[src/rtl/mdu_hilo.sv]
// Execute-stage multiply/divide unit owning the HI/LO register pair.
// MULT/MULTU complete in one extra cycle; DIV/DIVU use a 32-step restoring divider.
module mdu_hilo #(
  parameter int DIV_CYCLES = 32
) (
  input  logic        clk,
  input  logic        resetn,
  input  logic        op_valid,
  input  logic [2:0]  op_sel,
  input  logic [31:0] src_a,
  input  logic [31:0] src_b,
  input  logic        pipe_stall,
  input  logic        flush,
  output logic        stall_req,
  output logic        busy,
  output logic [31:0] hi_out,
  output logic [31:0] lo_out
);

  localparam int CNT_W = $clog2(DIV_CYCLES);

  typedef enum logic [1:0] {IDLE, MUL, DIV, DONE} state_t;

  state_t            state, state_nxt;
  logic [31:0]       hi, hi_nxt, lo, lo_nxt;
  logic [CNT_W-1:0]  cnt, cnt_nxt;
  logic [31:0]       a_p1, a_nxt, b_p1, b_nxt;
  logic [31:0]       rem_p1, rem_nxt, quo_p1, quo_nxt;
  logic              sgn_p1, sgn_nxt, neg_q_p1, neg_q_nxt, neg_r_p1, neg_r_nxt;

  logic signed [63:0] a_ext, b_ext, prod;
  logic [63:0]        step_res;
  logic [31:0]        rem_s, quo_s;

  function automatic logic [31:0] mag(input logic [31:0] x, input logic sgn);
    return (sgn && x[31]) ? (~x + 32'd1) : x;
  endfunction

  function automatic logic [31:0] neg_if(input logic [31:0] x, input logic neg);
    return neg ? (~x + 32'd1) : x;
  endfunction

  // One restoring step: shift in the next dividend bit, subtract if it fits.
  // rem[31] is the carry-out of the shift, so a set bit always fits.
  function automatic logic [63:0] div_step(input logic [31:0] rem, input logic [31:0] quo,
                                           input logic [31:0] d);
    logic [31:0] sh;
    logic        fits;
    sh   = {rem[30:0], quo[31]};
    fits = rem[31] || (sh >= d);
    if (fits) return {sh - d, quo[30:0], 1'b1};
    else      return {sh, quo[30:0], 1'b0};
  endfunction

  // Low 64 bits of a 64x64 product are correct for both signed and unsigned extension.
  assign a_ext    = {{32{sgn_p1 & a_p1[31]}}, a_p1};
  assign b_ext    = {{32{sgn_p1 & b_p1[31]}}, b_p1};
  assign prod     = a_ext * b_ext;
  assign step_res = div_step(rem_p1, quo_p1, b_p1);
  assign rem_s    = step_res[63:32];
  assign quo_s    = step_res[31:0];

  always_comb begin
    state_nxt = state;
    hi_nxt    = hi;
    lo_nxt    = lo;
    cnt_nxt   = cnt;
    a_nxt     = a_p1;
    b_nxt     = b_p1;
    rem_nxt   = rem_p1;
    quo_nxt   = quo_p1;
    sgn_nxt   = sgn_p1;
    neg_q_nxt = neg_q_p1;
    neg_r_nxt = neg_r_p1;
    stall_req = 1'b0;
    case (state)
      IDLE: begin
        if (op_valid && !flush) begin
          case (op_sel)
            3'b100: hi_nxt = src_a;
            3'b101: lo_nxt = src_a;
            3'b000, 3'b001: begin
              stall_req = 1'b1;
              sgn_nxt   = ~op_sel[0];
              a_nxt     = src_a;
              b_nxt     = src_b;
              state_nxt = MUL;
            end
            3'b010, 3'b011: begin
              stall_req = 1'b1;
              sgn_nxt   = ~op_sel[0];
              a_nxt     = src_a;
              quo_nxt   = mag(src_a, ~op_sel[0]);
              b_nxt     = mag(src_b, ~op_sel[0]);
              rem_nxt   = 32'd0;
              cnt_nxt   = '0;
              neg_q_nxt = ~op_sel[0] & (src_a[31] ^ src_b[31]);
              neg_r_nxt = ~op_sel[0] & src_a[31];
              state_nxt = DIV;
            end
            default: ;
          endcase
        end
      end
      MUL: begin
        stall_req = 1'b1;
        hi_nxt    = prod[63:32];
        lo_nxt    = prod[31:0];
        state_nxt = DONE;
      end
      DIV: begin
        stall_req = 1'b1;
        rem_nxt   = rem_s;
        quo_nxt   = quo_s;
        cnt_nxt   = cnt + 1'b1;
        if (cnt == CNT_W'(DIV_CYCLES - 1)) begin
          state_nxt = DONE;
          if (b_p1 == 32'd0) begin
            hi_nxt = a_p1;
            lo_nxt = 32'hFFFF_FFFF;
          end else begin
            hi_nxt = neg_if(rem_s, neg_r_p1);
            lo_nxt = neg_if(quo_s, neg_q_p1);
          end
        end
      end
      DONE: begin
        if (!pipe_stall) state_nxt = IDLE;
      end
      default: state_nxt = IDLE;
    endcase
    // A killed instruction must leave HI/LO untouched, even on a completion edge.
    if (flush) begin
      state_nxt = IDLE;
      hi_nxt    = hi;
      lo_nxt    = lo;
      stall_req = 1'b0;
    end
    if (!resetn) stall_req = 1'b0;
  end

  always_ff @(posedge clk or negedge resetn) begin
    if (!resetn) begin
      state    <= IDLE;
      hi       <= 32'd0;
      lo       <= 32'd0;
      cnt      <= '0;
      a_p1     <= 32'd0;
      b_p1     <= 32'd0;
      rem_p1   <= 32'd0;
      quo_p1   <= 32'd0;
      sgn_p1   <= 1'b0;
      neg_q_p1 <= 1'b0;
      neg_r_p1 <= 1'b0;
    end else begin
      state    <= state_nxt;
      hi       <= hi_nxt;
      lo       <= lo_nxt;
      cnt      <= cnt_nxt;
      a_p1     <= a_nxt;
      b_p1     <= b_nxt;
      rem_p1   <= rem_nxt;
      quo_p1   <= quo_nxt;
      sgn_p1   <= sgn_nxt;
      neg_q_p1 <= neg_q_nxt;
      neg_r_p1 <= neg_r_nxt;
    end
  end

  assign busy   = (state != IDLE);
  assign hi_out = hi;
  assign lo_out = lo;

endmodule

[config.mk]
export PLATFORM = sky130hd
export DESIGN_NAME = mdu_hilo
export DESIGN_NICKNAME = d
export VERILOG_FILES = /design/src/rtl/mdu_hilo.sv
export SDC_FILE = /design/constraint.sdc
export NUM_CORES = 2
export LEC_CHECK = 0
export CORE_ASPECT_RATIO = 1.4
export CORE_MARGIN = 4
export CORE_UTILIZATION = 66
export DETAILED_ROUTE_END_ITERATION = 6
export PLACE_DENSITY = 0.82
export SYNTH_ARGS = -nofsm -noshare
export SYNTH_HDL_FRONTEND = slang
export SYNTH_SLANG_ARGS = --single-unit
[constraint.sdc]
create_clock -name clk -period 9.8 [get_ports clk]
set_input_delay 2.94 -clock clk [delete_from_list [all_inputs] [get_ports clk]]
set_output_delay 2.94 -clock clk [all_outputs]
set_load 0.02 [all_outputs]
==> metrics.md <==
| Metric | Value |
|---|---|
| Clock Path Buffers | `3` |
| Synth cell types | `between 80 and 90` |
| Final WL | `163 mm` |
| Die W | `roughly 250 microns` |
| Final setup vio count | `0` |
| Hold WC Path Type | `flip-flop to flip-flop` |
| Post-synth EDFFs | `0` |
| TNS Setup | `0 ns` |
| Core Rows | `between 100 and 150` |
| Worst slack at placement | `between 0.7 and 0.8 ns` |
| Final HPWL DP | `131 mm` |
| Flops & latches, synth | `a little over 200` |
| Non-Filler Cell Area, Final | `55500 sq um` |
| Max-slew violations | `0` |
| Highest Clock Rate | `roughly 110 MHz` |
| Postcts setup bufs | `0` |
| Part of the Yosys area used for sequential elements | `0.0966` |
| Worst-path maximum fanout | `13` |
| Layout area overhead | `6.06%` |
| Syn_nets | `between 7000 and 8000` |
| Layout Skew | `approximately 0.021 ns` |
| Post-synth top flop | `dfrtp_1` |
| Vias in the first global route | `46400` |
| Area post-placement | `~55000 sq um` |
| CTS sink cnt | `approximately 200` |
| CTS Buf Count | `25` |
| Fill cell count | `~6000` |
| Final hold violation count | `0` |
| CTS H-tree lvls | `1` |
| Slew headroom | `0.138` |
| Post-Synthesis Cells | `around 6000` |
| CP most frequent cell | `fa_1` |
| Worst slew pin tran | `approximately 1.3 ns` |
| Pre-antenna DRT Iters | `6` |
| Delay-heaviest family, CP | `adder cells` |
| Synth Cell Area | `between 50000 and 60000 sq um` |
| Critical Path End Type | `flip-flop` |
| Layout net count | `~7300` |
| Post-CTS Resized | `0` |
| Antenna violations before repair | `9` |
| Setup slack, reg-to-reg | `0.69 ns` |
| Startpoint Class | `flip-flop` |
| Placeable core region | `approximately 78000 sq um` |
| Util after Layout | `0.710` |
| Pin count of the biggest net entering global routing | `97` |
| Via-to-Cell Ratio | `between 6 and 7` |
| Io pins | `approximately 140` |
| RSZ-0062 raised after global routing | `false` |
| Max incr delay on CP | `around 0.63 ns` |
| Max Cap Violations | `0` |
| Crit Path Class | `flip-flop to flip-flop` |
| Final RePlAce weighted congestion | `roughly 1.0` |
| Post-route clock period utilization | `0.929` |
| PnR worst setup slack | `between 0.6 and 0.7 ns` |
| Buf/Inv on CP | `5` |
| Worst path slowest cell | `fa_1` |
| Crit path required time | `10.31 ns` |
| First-pass GRT wire length | `approximately 250 mm` |
| Root buffer cell | `clkbuf_16` |
| CTS tree | `done` |
| Min Tclk post-route | `between 9 and 10 ns` |
| Syn Area/Cell | `between 8 and 9 sq um` |
| WP data arrival | `about 9.6 ns` |
| Initial core utilization | `0.670` |
| Clock Latency Late Sink | `around 0.60 ns` |
| Average routed wire per standard cell | `23.3 microns` |
| Ys Warns | `0` |
| Port bufs | `between 100 and 150` |
| Synth async-reset ratio | `1.00` |
| GRT overflow | `0` |
| Status | `completed` |
| Drt drc | `0` |
| Share of cells above drive strength 1 | `0.0416` |
| Hold Buf Count CTS | `0` |
| Antenna Nets Post-Route | `0` |
| Via count | `roughly 43000` |
| GRT Total Usage | `0.397` |
| Drt initial violations | `around 4000` |
| Die area | `83900 sq um` |
| CTS clk-pin slew, worst paths | `about 0.070 ns` |
| Die Y-Extent | `approximately 340 microns` |
-- synthesized netlist by cell type (11+ instances only) --
library cell / number / area (sq um)
clkbuf_1: 353 / 1330
nand2_1: 960 / 3600
a21oi_1: 213 / 1070
nand3_1: 43 / 215
or3_1: 13 / 81.3
nor4_1: 28 / 175
inv_1: 1188 / 4460
xor2_1: 67 / 587
fa_1: 1126 / 22500
or2_2: 14 / 87.6
o31ai_1: 60 / 450
o21bai_1: 16 / 120
buf_2: 15 / 75.1
o21ai_0: 200 / 1000
mux2i_1: 18 / 180
nor3_1: 46 / 230
nor2b_1: 12 / 75.1
xnor2_1: 142 / 1240
and3_1: 29 / 181
nor2_1: 229 / 860
ha_1: 255 / 3190
nand4_1: 20 / 125
a31oi_1: 26 / 163
o211ai_1: 12 / 90.1
a221oi_1: 46 / 403
dfrtp_1: 202 / 5050
and2_1: 356 / 2230
buf_1: 11 / 41.3
nand2b_1: 21 / 131
a21o_1: 51 / 383
or4_1: 11 / 82.6
a211oi_1: 22 / 165
mux2_2: 33 / 372
o21a_1: 18 / 135
-- flip-flops by register name, summed over array words and instances (netlist names) --
register / flops
a_p1: 32
b_p1: 32
cnt: 5
hi_out: 32
lo_out: 32
neg_q_p1: 1
neg_r_p1: 1
quo_p1: 32
rem_p1: 32
sgn_p1: 1
state: 2
-- worst paths after layout --
path                       startpoint         end  cells after the start
max in group asynchronous      resetn     a_p1[8]                      2
min reg2reg                lo_out[23]  lo_out[23]                      1
min in group asynchronous      resetn  quo_p1[14]                      1
min                        lo_out[23]  lo_out[23]                      1
max reg2reg                    sgn_p1  hi_out[30]                     28
max                            sgn_p1  hi_out[30]                     28
-- metal layers --
metal  routed length, microns  global-route usage  part of all wire
met4                    12500               0.242             0.077
met5                       44                   0           0.00027
met3                    16300              0.0932              0.10
met1                    54900               0.471              0.34
met2                    78900               0.656              0.49
-- metrics by stage --
stage / instances / hold WS, ns
floorplan: 5990 / 0.451
global placement: 6914 / 0.460
detailed placement: 6914 / 0.466
CTS: 6960 / 0.480
global route: 6960 / 0.491
finish: 6968 / 0.476
-- worst register-to-register path, delay by kind of cell, from the launching register on --
family / cells / cell delay (ns)
compound gates: 8 / 1.56
xor+xnor: 1 / 0.16
fa+ha+maj: 9 / 4.49
buf+inv: 5 / 0.82
flops: 1 / 0.34
simple gates: 5 / 1.65
-- layout make-up --
| class | instances | area, sq um | share of cell area |
|---|---|---|---|
| antenna | 8 | 20.0 | 0.000361 |
| clock buffer | 31 | 668 | 0.0120 |
| clock inverter | 15 | 263 | 0.00474 |
| inverter | 1191 | 4470 | 0.0806 |
| multi-input combinational | 4213 | 41300 | 0.745 |
| sequential | 202 | 5060 | 0.0912 |
| tap | 1045 | 1310 | 0.0236 |
| timing repair buffer | 263 | 2330 | 0.0421 |
-- logic make-up (layout without fill, tap and decap cells) --
kind of cell,after synthesis,count (layout),synth area share
AOI/OAI and AO/OA,762,762,0.0933
xor gates and xnor gates,209,209,0.0350
adders and majority gates,1381,1381,0.492
buffers and inverters,1575,1500,0.114
DFF,202,202,0.0966
muxes,51,51,0.0106
other,0,8,0
and+or+nand+nor,1810,1810,0.159
-- cell usage in the layout, fill, tap and decap left out, types with 25 or more instances in the layout --
cell             instances
inv_1                 1188
fa_1                  1126
nand2_1                960
and2_1                 356
ha_1                   252
nor2_1                 228
a21oi_1                212
o21ai_0                199
dfrtp_1                197
xnor2_1                142
clkdlybuf4s50_1        136
buf_4                  125
xor2_1                  67
o31ai_1                 60
a21o_1                  49
a221oi_1                46
nor3_1                  44
nand3_1                 43
mux2_2                  33
and3_1                  29
nor4_1                  27
a31oi_1                 26
clkbuf_16               25
Power is left out: the tool's default activity adds up to more than one toggle a clock period on the data nets, which glitch-free logic cannot reach.
